### src/rtl/flash_cache.sv
// Direct-mapped, one-word-per-line, read-only cache in front of the SPI flash controller.
// Hits answer in two cycles; misses run one flash read, fill the line and return the word.
module flash_cache #(
  parameter int unsigned INDEX_BITS = 4,
  parameter int unsigned ADDR_BITS  = 24
) (
  input  logic        clk,
  input  logic        reset,
  input  logic [31:0] address_in,
  input  logic        sel_in,
  input  logic        read_in,
  input  logic [3:0]  write_mask_in,
  input  logic [31:0] write_value_in,
  output logic [31:0] read_value_out,
  output logic        ready_out,
  output logic [31:0] flash_address_out,
  output logic        flash_sel_out,
  output logic        flash_read_out,
  input  logic [31:0] flash_read_value_in,
  input  logic        flash_ready_in
);

  localparam int unsigned LINES    = 1 << INDEX_BITS;
  localparam int unsigned TAG_BITS = ADDR_BITS - INDEX_BITS - 2;

  localparam logic [2:0] StIdle   = 3'd0;
  localparam logic [2:0] StLookup = 3'd1;
  localparam logic [2:0] StFill   = 3'd2;
  localparam logic [2:0] StResp   = 3'd3;
  localparam logic [2:0] StWack   = 3'd4;

  logic [2:0]            state_q, state_d;
  logic [ADDR_BITS-1:2]  addr_q;
  logic [31:0]           word_q;
  logic [LINES-1:0]      valid_q;

  logic [31:0]           data_mem [LINES];
  logic [TAG_BITS-1:0]   tag_mem  [LINES];
  logic [31:0]           rd_data_q;
  logic [TAG_BITS-1:0]   rd_tag_q;

  logic [INDEX_BITS-1:0] req_idx;
  logic [INDEX_BITS-1:0] line_idx;
  logic [TAG_BITS-1:0]   line_tag;
  logic                  accept_read;
  logic                  hit;
  logic                  hit_load;
  logic                  fill_done;

  // Upper address bits alias by design; write data is discarded.
  logic unused_bits;
  assign unused_bits = ^{address_in[31:ADDR_BITS], address_in[1:0], write_mask_in,
                         write_value_in};

  assign req_idx     = address_in[INDEX_BITS+1:2];
  assign line_idx    = addr_q[INDEX_BITS+1:2];
  assign line_tag    = addr_q[ADDR_BITS-1:INDEX_BITS+2];
  assign accept_read = (state_q == StIdle) && sel_in && read_in;
  assign hit         = valid_q[line_idx] && (rd_tag_q == line_tag);
  assign fill_done   = (state_q == StFill) && flash_ready_in;

  always_comb begin
    state_d  = state_q;
    hit_load = 1'b0;
    case (state_q)
      StIdle: begin
        if (sel_in) state_d = read_in ? StLookup : StWack;
      end
      StWack: state_d = StIdle;
      StLookup: begin
        if (!sel_in) begin
          state_d = StIdle;
        end else if (hit) begin
          state_d  = StResp;
          hit_load = 1'b1;
        end else begin
          state_d = StFill;
        end
      end
      // The SPI transfer always runs to completion, even if the CPU walked away.
      StFill: begin
        if (flash_ready_in) state_d = sel_in ? StResp : StIdle;
      end
      StResp:  state_d = StIdle;
      default: state_d = StIdle;
    endcase
  end

  always_ff @(posedge clk) begin
    if (reset) begin
      state_q <= StIdle;
      addr_q  <= '0;
      word_q  <= '0;
      valid_q <= '0;
    end else begin
      state_q <= state_d;
      if (accept_read) addr_q <= address_in[ADDR_BITS-1:2];
      if (hit_load) begin
        word_q <= rd_data_q;
      end else if (fill_done) begin
        word_q <= flash_read_value_in;
      end
      if (fill_done) valid_q[line_idx] <= 1'b1;
    end
  end

  // Block-RAM style storage: registered read, no reset.
  always_ff @(posedge clk) begin
    if (fill_done) begin
      data_mem[line_idx] <= flash_read_value_in;
      tag_mem[line_idx]  <= line_tag;
    end
    if (accept_read) begin
      rd_data_q <= data_mem[req_idx];
      rd_tag_q  <= tag_mem[req_idx];
    end
  end

  // Reset gates the bus outputs combinationally so an interrupted fill drops select at once.
  assign flash_sel_out     = (state_q == StFill) && !reset;
  assign flash_read_out    = flash_sel_out;
  assign flash_address_out = {{(32 - ADDR_BITS){1'b0}}, addr_q, 2'b00};
  assign ready_out         = sel_in && !reset && ((state_q == StResp) || (state_q == StWack));
  assign read_value_out    = (sel_in && !reset && (state_q == StResp)) ? word_q : 32'h0;

endmodule
### config.mk
export PLATFORM = sky130hd
export DESIGN_NAME = flash_cache
export DESIGN_NICKNAME = d
export VERILOG_FILES = /design/src/rtl/flash_cache.sv
export SDC_FILE = /design/constraint.sdc
export NUM_CORES = 1
export LEC_CHECK = 0
export BUFFER_PORTS_ARGS = -buffer_cell sky130_fd_sc_hd__buf_4
export CAP_MARGIN = 30
export CORE_ASPECT_RATIO = 1.4
export CORE_MARGIN = 5
export CORE_UTILIZATION = 55
export CTS_CLUSTER_SIZE = 24
export DETAILED_ROUTE_END_ITERATION = 16
export PLACE_DENSITY = 0.69
export SKIP_CTS_REPAIR_TIMING = 1
export SYNTH_ARGS = -nofsm -noshare
export SYNTH_HDL_FRONTEND = slang
export SYNTH_SLANG_ARGS = --single-unit
### constraint.sdc
create_clock -name clk -period 6.2 [get_ports clk]
set_input_delay 0.31 -clock clk [delete_from_list [all_inputs] [get_ports clk]]
set_output_delay 0.31 -clock clk [all_outputs]
set_load 0.005 [all_outputs]
==> reports/results.ini <==
[yosys]
syn_area_per_cell_um2 = 21.9
syn_inst = 1616
synthDistinctLibCells = 42
ys_ff_latch = 923
yosys_warnings = 0
synth_seq_area_share_pct = 76.2
netlist_area_mm2 = 0.0354

[setup_path]
worstPathArrival_ns = 3.81
cp-start-kind = register
crit_path_end_kind = register
critPathMaxFanout = 30
crit_type = reg2reg
worstPathRequired_ns = 6.45

[die]
dieWidth_um = 224
rows = 110
ios = 172
die_h_um = 310
start_util_pct = 55.2
die-area_mm2 = 0.0696
core_area_mm2 = 0.0641

[timing]
slew_headroom_pct = 33.4
setup_viol = 0
period_share_pct = 57.4
tightest_slew_ns = 0.997
finalHoldViolCount = 0
finalMaxSlewViolations = 0
clock_skew_ns = 0.0160
rsz0062_at_grt = no
fmax_ghz = 0.281
post-route-min-period_ns = 3.56
fin_tns_setup_ns = 0

[global_routing]
track_usage_pct = 22.6
grt_pass1_vias = 17300
grt_overflow = 0
grt_pass1_wl_um = 115000
grt_start_max_net_pins = 102
antenna_found_initial = 1

[place]
hpwlAfterDp_um = 40400
port_buffers = 115
place_congestion = 0.737
dpl-instance-area_mm2 = 0.0373

[layout]
design_area_mm2 = 0.0403
area_growth_pct = 13.8
layout-drive-gt1-share_pct = 33.0
register_area_mm2 = 0.0270
multi_input_area_mm2 = 0.00796
fin_nets = 1886
nFillCells = 4349

[run]
drv_cap = 0

[status]
run_status = complete, no violations

[clocking]
clk_latency_ns = 0.62
cts_tree = done
cts_buffers = 82
root_buffer = clkbuf_16
cts_max_path_buffers = 3
cts.htree.levels = 3
clock-sinks = 923
cts.clk_slew.worst_paths_ns = 0.06

[routing]
route.final.wire_length_um = 77800
first_pass_iters = 5
wl_per_cell_um = 28.9
antenna_left = 0
drt_iter0_drc = 1799
route.detailed.drc = 0
vias = 16600
vias_per_cell = 6.16

[power_and_ir_drop]
peakVddDrop_uv = 216
power.density_mw_per_mm2 = 309
p_leak_uw = 0.0133

[min_path]
min-delay-path-class = in2reg

[metrics by stage]
step,total power [uW],utilization (%),setup slack (ns),std cells,hold slack [ns]
after floorplan,7300,-,0.884,1625,0.386
after global placement,7480,58.2,2.71,2512,0.442
after detailed placement,7500,58.2,2.66,2513,0.455
after CTS,12500,62.4,2.63,2666,-0.164
after global routing,12800,62.8,2.51,2691,0.00223
final,12500,62.8,2.64,2691,0.00740
[per-layer routing]
metal  up-vias  track usage (%)  routed length, um
met1      8860             30.3              29300
met2       641             39.8              41700
li1       7004                -                  -
met3        83             3.56               5410
met4         0             5.35               1320
met5         -                0                  0
[sequential cells by signal, summed over array words and instances (netlist names)]
signal / count
addr_q: 22
data_mem: 512
rd_data_q: 32
rd_tag_q: 18
state_q: 3
tag_mem: 288
valid_q: 16
word_q: 32
[critical path, stage by stage (launching register included)]
cell	delay, ns
dfxtp_1	0.49
nor4bb_4	0.62
or3b_1	0.56
nor2_4	0.80
buf_4	0.64
[area by class of cell]
class	instances	share of cell area, %
antenna	1	0.00621
clock buffer	118	5.97
clock inverter	35	0.752
inverter	34	0.323
multi-input combinational	562	19.8
sequential	923	67.0
tap	840	2.61
timing repair buffer	178	3.59
[path summary, 6_finish.rpt]
kind | start | to | slack (ns) | depth (start not counted)
worst max-delay path | state_q[1] | tag_mem[3][5] | 2.64 | 4
worst min-delay path | flash_read_value_in[19] | data_mem[4][19] | 0.007 | 1
worst max register to register | state_q[1] | tag_mem[3][5] | 2.64 | 4
worst min register to register | valid_q[9] | valid_q[9] | 0.47 | 2
[synthesized netlist by cell type, drive strengths merged]
cell	instances	area, um2
edfxtp	850	25500
mux4	254	5730
dfxtp	73	1460
clkbuf	60	225
nand2	49	184
buf	46	277
nor2	40	150
inv	34	128
mux2	33	372
a211oi	32	390
a31oi	32	200
and2	32	200
a21oi	24	120
xnor2	18	158
nor3	7	35.0
o21ba	5	50.1
nand3	3	15.0
nand4	3	18.8
nand2b	2	12.5
nand3b	2	15.0
nor3b	2	15.0
nor4bb	2	20.0
and3	1	6.26
and4	1	8.76
conb	1	3.75
mux2i	1	10.0
nand4b	1	8.76
nor2b	1	6.26
nor4	1	12.5
nor4b	1	8.76
o211a	1	10.0
o21ai	1	5.00
o22a	1	10.0
o22ai	1	6.26
or3b	1	8.76
[kinds of logic after synthesis]
group / share of synthesized area (%)
buffers and inverters: 1.78
AO/OA/AOI/OAI: 2.24
XOR/XNOR: 0.445
AND/OR/NAND/NOR: 2.05
flip-flops: 76.2
other: 0.0106
multiplexers: 17.3
[cells in the final DEF (no fill, tap or decap), types with 7 or more instances in the layout]
cell           netlist  final
nor2_4               0     12
inv_1               33     33
conb_1               1     10
buf_4               11    149
clkinv_1             0      7
clkinv_2             0     19
a211oi_2            30     30
edfxtp_1           850    850
dlygate4sd3_1        0     24
clkbuf_1            60     22
nor2_1              40     28
a31oi_1             32     32
nand2_1             49     49
clkbuf_8             0      8
mux2_2              28     28
clkbuf_16            0     89
and2_1              32     32
xnor2_1             18     18
dfxtp_1             73     73
mux4_2             252    252
a21oi_1             24     24
[where the power goes]
group | internal [uW] | total (uW) | switching [uW]
sequential | 6830 | 6870 | 42.9
combinational | 234 | 500 | 266
clock | 2920 | 5090 | 2180
total | 9980 | 12500 | 2480
Note: power is estimated with default switching activity, not from simulation.
